**config.mk**
```make
export PLATFORM = sky130hd
export DESIGN_NAME = arp_table_search
export DESIGN_NICKNAME = d
export VERILOG_FILES = /design/src/rtl/arp_table_search.sv
export SDC_FILE = /design/constraint.sdc
export NUM_CORES = 1
export LEC_CHECK = 0
export BUFFER_PORTS_ARGS = -buffer_cell sky130_fd_sc_hd__clkbuf_2
export CAP_MARGIN = 5
export CORE_AREA = 8 8 476 478
export DETAILED_ROUTE_END_ITERATION = 7
export DIE_AREA = 0 0 484 486
export REMOVE_ABC_BUFFERS = 1
export SKIP_CTS_REPAIR_TIMING = 1
export SLEW_MARGIN = 10
export SYNTH_ARGS = -nofsm -noshare
export SYNTH_HDL_FRONTEND = slang
export SYNTH_SLANG_ARGS = --single-unit
```
**constraint.sdc**
```tcl
create_clock -name AXI_ACLK -period 4.6 [get_ports AXI_ACLK]
set_clock_uncertainty 0.15 [all_clocks]
set_input_delay 0.23 -clock AXI_ACLK [delete_from_list [all_inputs] [get_ports AXI_ACLK]]
set_output_delay 0.23 -clock AXI_ACLK [all_outputs]
set_load 0.03 [all_outputs]
```
**src/rtl/arp_table_search.sv**
```systemverilog
// arp_table_search: sequential next-hop IP to ARP index lookup.
// Scans the ARP IP column one entry per cycle, first valid match wins.
//
// Ports:
//   AXI_ACLK, AXI_RESETN      clock, async active-low reset
//   req_valid/req_ready       request handshake (ready only when IDLE)
//   req_ip, req_oq            next-hop IP to find, queue value to pass through
//   arp_ip_table              flattened IP column, entry i at [i*IP_WIDTH +: IP_WIDTH]
//   arp_entry_valid           per-entry valid bits
//   rsp_valid                 one-cycle pulse when a new result is held
//   arp_lookup, index_hit     held hit flag and matching index (0 on miss)
//   oq_reg                    held queue value of the last completed search
//   counter_clear             synchronous clear of both counters
//   arp_hit_count/miss_count  completed-search statistics, wrap mod 2^32
module arp_table_search #(
    parameter int TABLE_DEPTH = 32,
    parameter int INDEX_WIDTH = 5,
    parameter int IP_WIDTH    = 32
) (
    input  logic                            AXI_ACLK,
    input  logic                            AXI_RESETN,
    input  logic                            req_valid,
    output logic                            req_ready,
    input  logic [IP_WIDTH-1:0]             req_ip,
    input  logic [31:0]                     req_oq,
    input  logic [TABLE_DEPTH*IP_WIDTH-1:0] arp_ip_table,
    input  logic [TABLE_DEPTH-1:0]          arp_entry_valid,
    output logic                            rsp_valid,
    output logic                            arp_lookup,
    output logic [INDEX_WIDTH-1:0]          index_hit,
    output logic [31:0]                     oq_reg,
    input  logic                            counter_clear,
    output logic [31:0]                     arp_hit_count,
    output logic [31:0]                     arp_miss_count
);

    typedef enum logic [1:0] {
        IDLE = 2'd0,
        SCAN = 2'd1,
        DONE = 2'd2
    } state_t;

    state_t                 state_q, state_d;
    logic [INDEX_WIDTH-1:0] ptr_q, ptr_d;
    logic [IP_WIDTH-1:0]    ip_q, ip_d;
    logic [31:0]            oq_q, oq_d;
    logic                   lookup_q, lookup_d;
    logic [INDEX_WIDTH-1:0] idx_q, idx_d;
    logic [31:0]            oqr_q, oqr_d;
    logic [31:0]            hit_cnt_q, hit_cnt_d;
    logic [31:0]            miss_cnt_q, miss_cnt_d;
    logic                   rsp_q, rsp_d;
    logic                   rdy_q, rdy_d;

    logic [IP_WIDTH-1:0]    entry_ip;
    logic                   match;
    logic                   last;

    // Entry under the pointer is read live, so table writes during a
    // scan are seen only for entries not yet examined.
    assign entry_ip = arp_ip_table[int'(ptr_q) * IP_WIDTH +: IP_WIDTH];
    assign match    = arp_entry_valid[ptr_q] & (entry_ip == ip_q);
    assign last     = (ptr_q == INDEX_WIDTH'(TABLE_DEPTH - 1));

    always_comb begin
        state_d    = state_q;
        ptr_d      = ptr_q;
        ip_d       = ip_q;
        oq_d       = oq_q;
        lookup_d   = lookup_q;
        idx_d      = idx_q;
        oqr_d      = oqr_q;
        hit_cnt_d  = hit_cnt_q;
        miss_cnt_d = miss_cnt_q;

        unique case (state_q)
            IDLE: begin
                if (req_valid) begin
                    ip_d    = req_ip;
                    oq_d    = req_oq;
                    ptr_d   = '0;
                    state_d = SCAN;
                end
            end
            SCAN: begin
                if (match) begin
                    lookup_d = 1'b1;
                    idx_d    = ptr_q;
                    oqr_d    = oq_q;
                    state_d  = DONE;
                end else if (last) begin
                    lookup_d = 1'b0;
                    idx_d    = '0;
                    oqr_d    = oq_q;
                    state_d  = DONE;
                end else begin
                    ptr_d = ptr_q + 1'b1;
                end
            end
            DONE: begin
                state_d = IDLE;
                if (lookup_q) hit_cnt_d = hit_cnt_q + 32'd1;
                else          miss_cnt_d = miss_cnt_q + 32'd1;
            end
            default: state_d = IDLE;
        endcase

        // Clear wins over a same-cycle increment.
        if (counter_clear) begin
            hit_cnt_d  = '0;
            miss_cnt_d = '0;
        end
    end

    // Handshake/pulse flags are registered copies of the next state.
    assign rsp_d = (state_d == DONE);
    assign rdy_d = (state_d == IDLE);

    always_ff @(posedge AXI_ACLK or negedge AXI_RESETN) begin
        if (!AXI_RESETN) begin
            state_q    <= IDLE;
            ptr_q      <= '0;
            ip_q       <= '0;
            oq_q       <= '0;
            lookup_q   <= 1'b0;
            idx_q      <= '0;
            oqr_q      <= '0;
            hit_cnt_q  <= '0;
            miss_cnt_q <= '0;
            rsp_q      <= 1'b0;
            rdy_q      <= 1'b1;
        end else begin
            state_q    <= state_d;
            ptr_q      <= ptr_d;
            ip_q       <= ip_d;
            oq_q       <= oq_d;
            lookup_q   <= lookup_d;
            idx_q      <= idx_d;
            oqr_q      <= oqr_d;
            hit_cnt_q  <= hit_cnt_d;
            miss_cnt_q <= miss_cnt_d;
            rsp_q      <= rsp_d;
            rdy_q      <= rdy_d;
        end
    end

    assign req_ready      = rdy_q;
    assign rsp_valid      = rsp_q;
    assign arp_lookup     = lookup_q;
    assign index_hit      = idx_q;
    assign oq_reg         = oqr_q;
    assign arp_hit_count  = hit_cnt_q;
    assign arp_miss_count = miss_cnt_q;

endmodule

```
==> metrics.md <==
| Metric | Value |
|---|---|
| Drt drc | 0 |
| IO Pins | 1228 |
| RR Endpoint | index_hit[0] |
| Final Cell Area | between 20000 and 30000 um2 |
| Ys flop type | dfrtp_1 |
| HP Class | in -> async |
| Pwr Density | 565 nW/um2 |
| Seq/Total Area, Yosys | a little over a quarter |
| Lkg Pwr | approximately 14 nW |
| Iter 0 DRT Violations | approximately 1500 |
| GPL Wtd Cong | around 0.97 |
| I/O Buffers | between 1000 and 1500 |
| Routed wire length | roughly 200 mm |
| DP Area | ~27000 um2 |
| GRT Util Overall | 16.1% |
| CP max stage cell | dfrtp_4 |
| Worst path required time | between 4000 and 5000 ps |
| Count leader, synth | nand2_1 |
| Critical path, cell by cell | buf_12, buf_16, mux4_2, a22o_1, a221oi_4, xnor2_4, o41ai_4, buf_4, nor4bb_2, nand4_1, buf_6, buf_4, nor4_4, buf_4, buf_2, o21ai_0 |
| RR Startpoint | ptr_q[0] |
| Initial core utilization | 7.53% |
| Max IR drop VDD | approximately 260 uV |
| Max Slew Vio Count | 0 |
| Die footprint | ~240000 um2 |
| Number of flops mapped to enable cells by yosys | 0 |
| Crit share post-route | between 90% and 100% |
| Grt ovf | 0 |
| Synth cell count leaders | nand2_1 (251), mux4_2 (201), dfrtp_1 (174) |
| Chip height | 486 um |
| Share of layout cells above drive strength 1 | between 50% and 60% |
| Worst setup SP type | register |
| Mapped Area | ~16000 um2 |
| Clock root buffer | clkbuf_16 |
| Max_cap viols | 0 |
| Vias in the first global route | between 20000 and 25000 |
| Clk_lat worst skew | 550 ps |
| Critical path class | reg -> reg |
| Post-DP HPWL | approximately 180 mm |
| Vias after detailed routing | roughly 21000 |
| H-tree depth | 4 |
| Met2 WL | between 90 and 100 mm |
| WL met1 | 75.9 mm |
| Measured slew at the worst slew-check pin | ~850 ps |
| Drt pass-1 iters | 5 |
| RSZ-0062 raised after global routing | yes |
| Die Span X | 484 um |
| Post-synth top area share | ~27% |
| Total Power | about 0.016 W |
| Async SR Flop Fraction | 100% |
| Crit path capture type | register |
| Final worst slack | ~42 ps |
| CTS tree | done |
| Placed cell count | roughly 5600 |
| Nets | approximately 4000 |
| Reg2Reg Depth | 16 |
| Worst Hold Slack | slightly below 100 ps |
| Post-synth cell types | between 70 and 80 |
| Final hold viol count | 0 |
| CP delay by family, top | buffers and inverters |
| Post-synth top area cell | mux4_2 |
| Syn Area/Cell | between 10 and 15 um2 |
| Met3 WL | roughly 23 mm |
| Area Overhead vs Synth | 76.7% |
| Pre-CTS WS | -1090 ps |
| Crit path top cell by count | buf_4 |
| Crit path largest cell delay | 520 ps |
| Flops & latches, synth | between 150 and 200 |
| Non-filler cells, final | around 5800 |
| Cells after Synth | approximately 1500 |
| Fin crit period | between 4000 and 5000 ps |
| Pin count of the biggest net entering global routing | just over 90 |
| Max Clock Freq | roughly 220 MHz |
| Post-DRT Antenna Nets | 0 |
| Ys Warns | 0 |
| Worst Path Arrival | 4810 ps |
| Flop2flop setup slack | roughly 42 ps |
| Filler instances | about 25000 |
| Slew headroom | 43.1% |
| Clk sinks | around 180 |
| CP max FO | 14 |
| Top cells by area, synth | mux4_2 (27%), dfrtp_1 (26%), mux2i_1 (10%) |
| Max clock buf depth | 2 |
| Avg WL per Cell | around 35 um |
| CP Buf/Inv Count | 7 |
| Highest metal used | met5 |
| Core Region | about 220000 um2 |
| Status | finished clean |
| Global-route wire length before repair | between 200 and 250 mm |
| Clk slew on worst S/H paths | around 110 ps |
| Antenna violations before repair | between 150 and 200 |
| Setup Viol. Count Final | 0 |
| TritonCTS Buffers | 17 |
| # rows | roughly 170 |
| Routed vias/inst | between 3 and 4 |
[cell type report]
cell class	count	area [um2]	share of cell area, %
multi-input cells	1205	11700	40.0
clock buffers	17	425	1.46
clock inverters	15	176	0.606
repair buffers	1479	8660	29.8
flip-flops and latches	175	4400	15.1
well taps	2871	3590	12.3
inverters	13	48.8	0.168
diodes	60	150	0.516
[per-stage QoR]
| step | util (%) | setup TNS, ps |
|---|---|---|
| 5_1_grt | 13.3 | -3260 |
| 2_1_floorplan | - | -379430 |
| 3_5_place_dp | 12.4 | -33870 |
| 6_report | 13.3 | 0 |
| 3_3_place_gp | 12.4 | -39670 |
| 4_1_cts | 12.6 | -35940 |
[cell usage in the layout, fill, tap and decap left out, types with 11 or more instances in the layout]
| master | n |
|---|---|
| clkbuf_2 | 1226 |
| nand2_1 | 250 |
| mux4_2 | 201 |
| dfrtp_1 | 169 |
| mux2i_1 | 164 |
| buf_4 | 150 |
| a22oi_1 | 74 |
| nor2_1 | 73 |
| dlygate4sd3_1 | 66 |
| diode_2 | 60 |
| xor2_1 | 55 |
| nand3_1 | 48 |
| nand4_1 | 29 |
| mux2_4 | 28 |
| o21ai_0 | 27 |
| clkbuf_16 | 23 |
| a21oi_1 | 22 |
| xnor2_1 | 22 |
| buf_12 | 17 |
| and3_1 | 15 |
| o22ai_1 | 15 |
| or3_1 | 15 |
| inv_1 | 12 |
| nor2b_1 | 11 |
[routing by layer]
layer | global-route usage (%) | vias to the layer above
met5 | 0 | -
met4 | 5.24 | 116
met3 | 7.51 | 353
met2 | 27.0 | 1358
met1 | 18.2 | 10290
li1 | - | 8716
[power by group]
group / total, W / leakage, nW / switching, W / internal, W
clock: 0.00172 / 0.292 / 0.000982 / 0.000740
sequential: 0.00238 / 2.30 / 0.000474 / 0.00191
combinational: 0.0123 / 10.9 / 0.00716 / 0.00518
total: 0.0164 / 13.5 / 0.00861 / 0.00783
[cell families after synthesis]
| group | share of synthesized area (%) |
|---|---|
| AND/OR/NAND/NOR | 14.1 |
| flip-flops | 26.6 |
| multiplexers | 41.0 |
| XOR/XNOR | 4.15 |
| buffers and inverters | 4.47 |
| AO/OA/AOI/OAI | 9.39 |
| adder cells (fa/ha/maj) | 0.304 |
[worst max-delay path by stage]
| stage | startpoint | end | slack (ps) | depth (start not counted) |
|---|---|---|---|---|
| floorplan | ptr_q[0] | index_hit[1] | -8480 | 10 |
| global placement | ptr_q[0] | index_hit[1] | -1320 | 14 |
| detailed placement | ptr_q[0] | index_hit[4] | -1090 | 14 |
| CTS | ptr_q[0] | index_hit[4] | -1140 | 14 |
| global route | ptr_q[0] | oq_reg[20] | -110 | 15 |
| finish | ptr_q[0] | index_hit[0] | 40 | 16 |
Power figures use the tool's default switching activity.
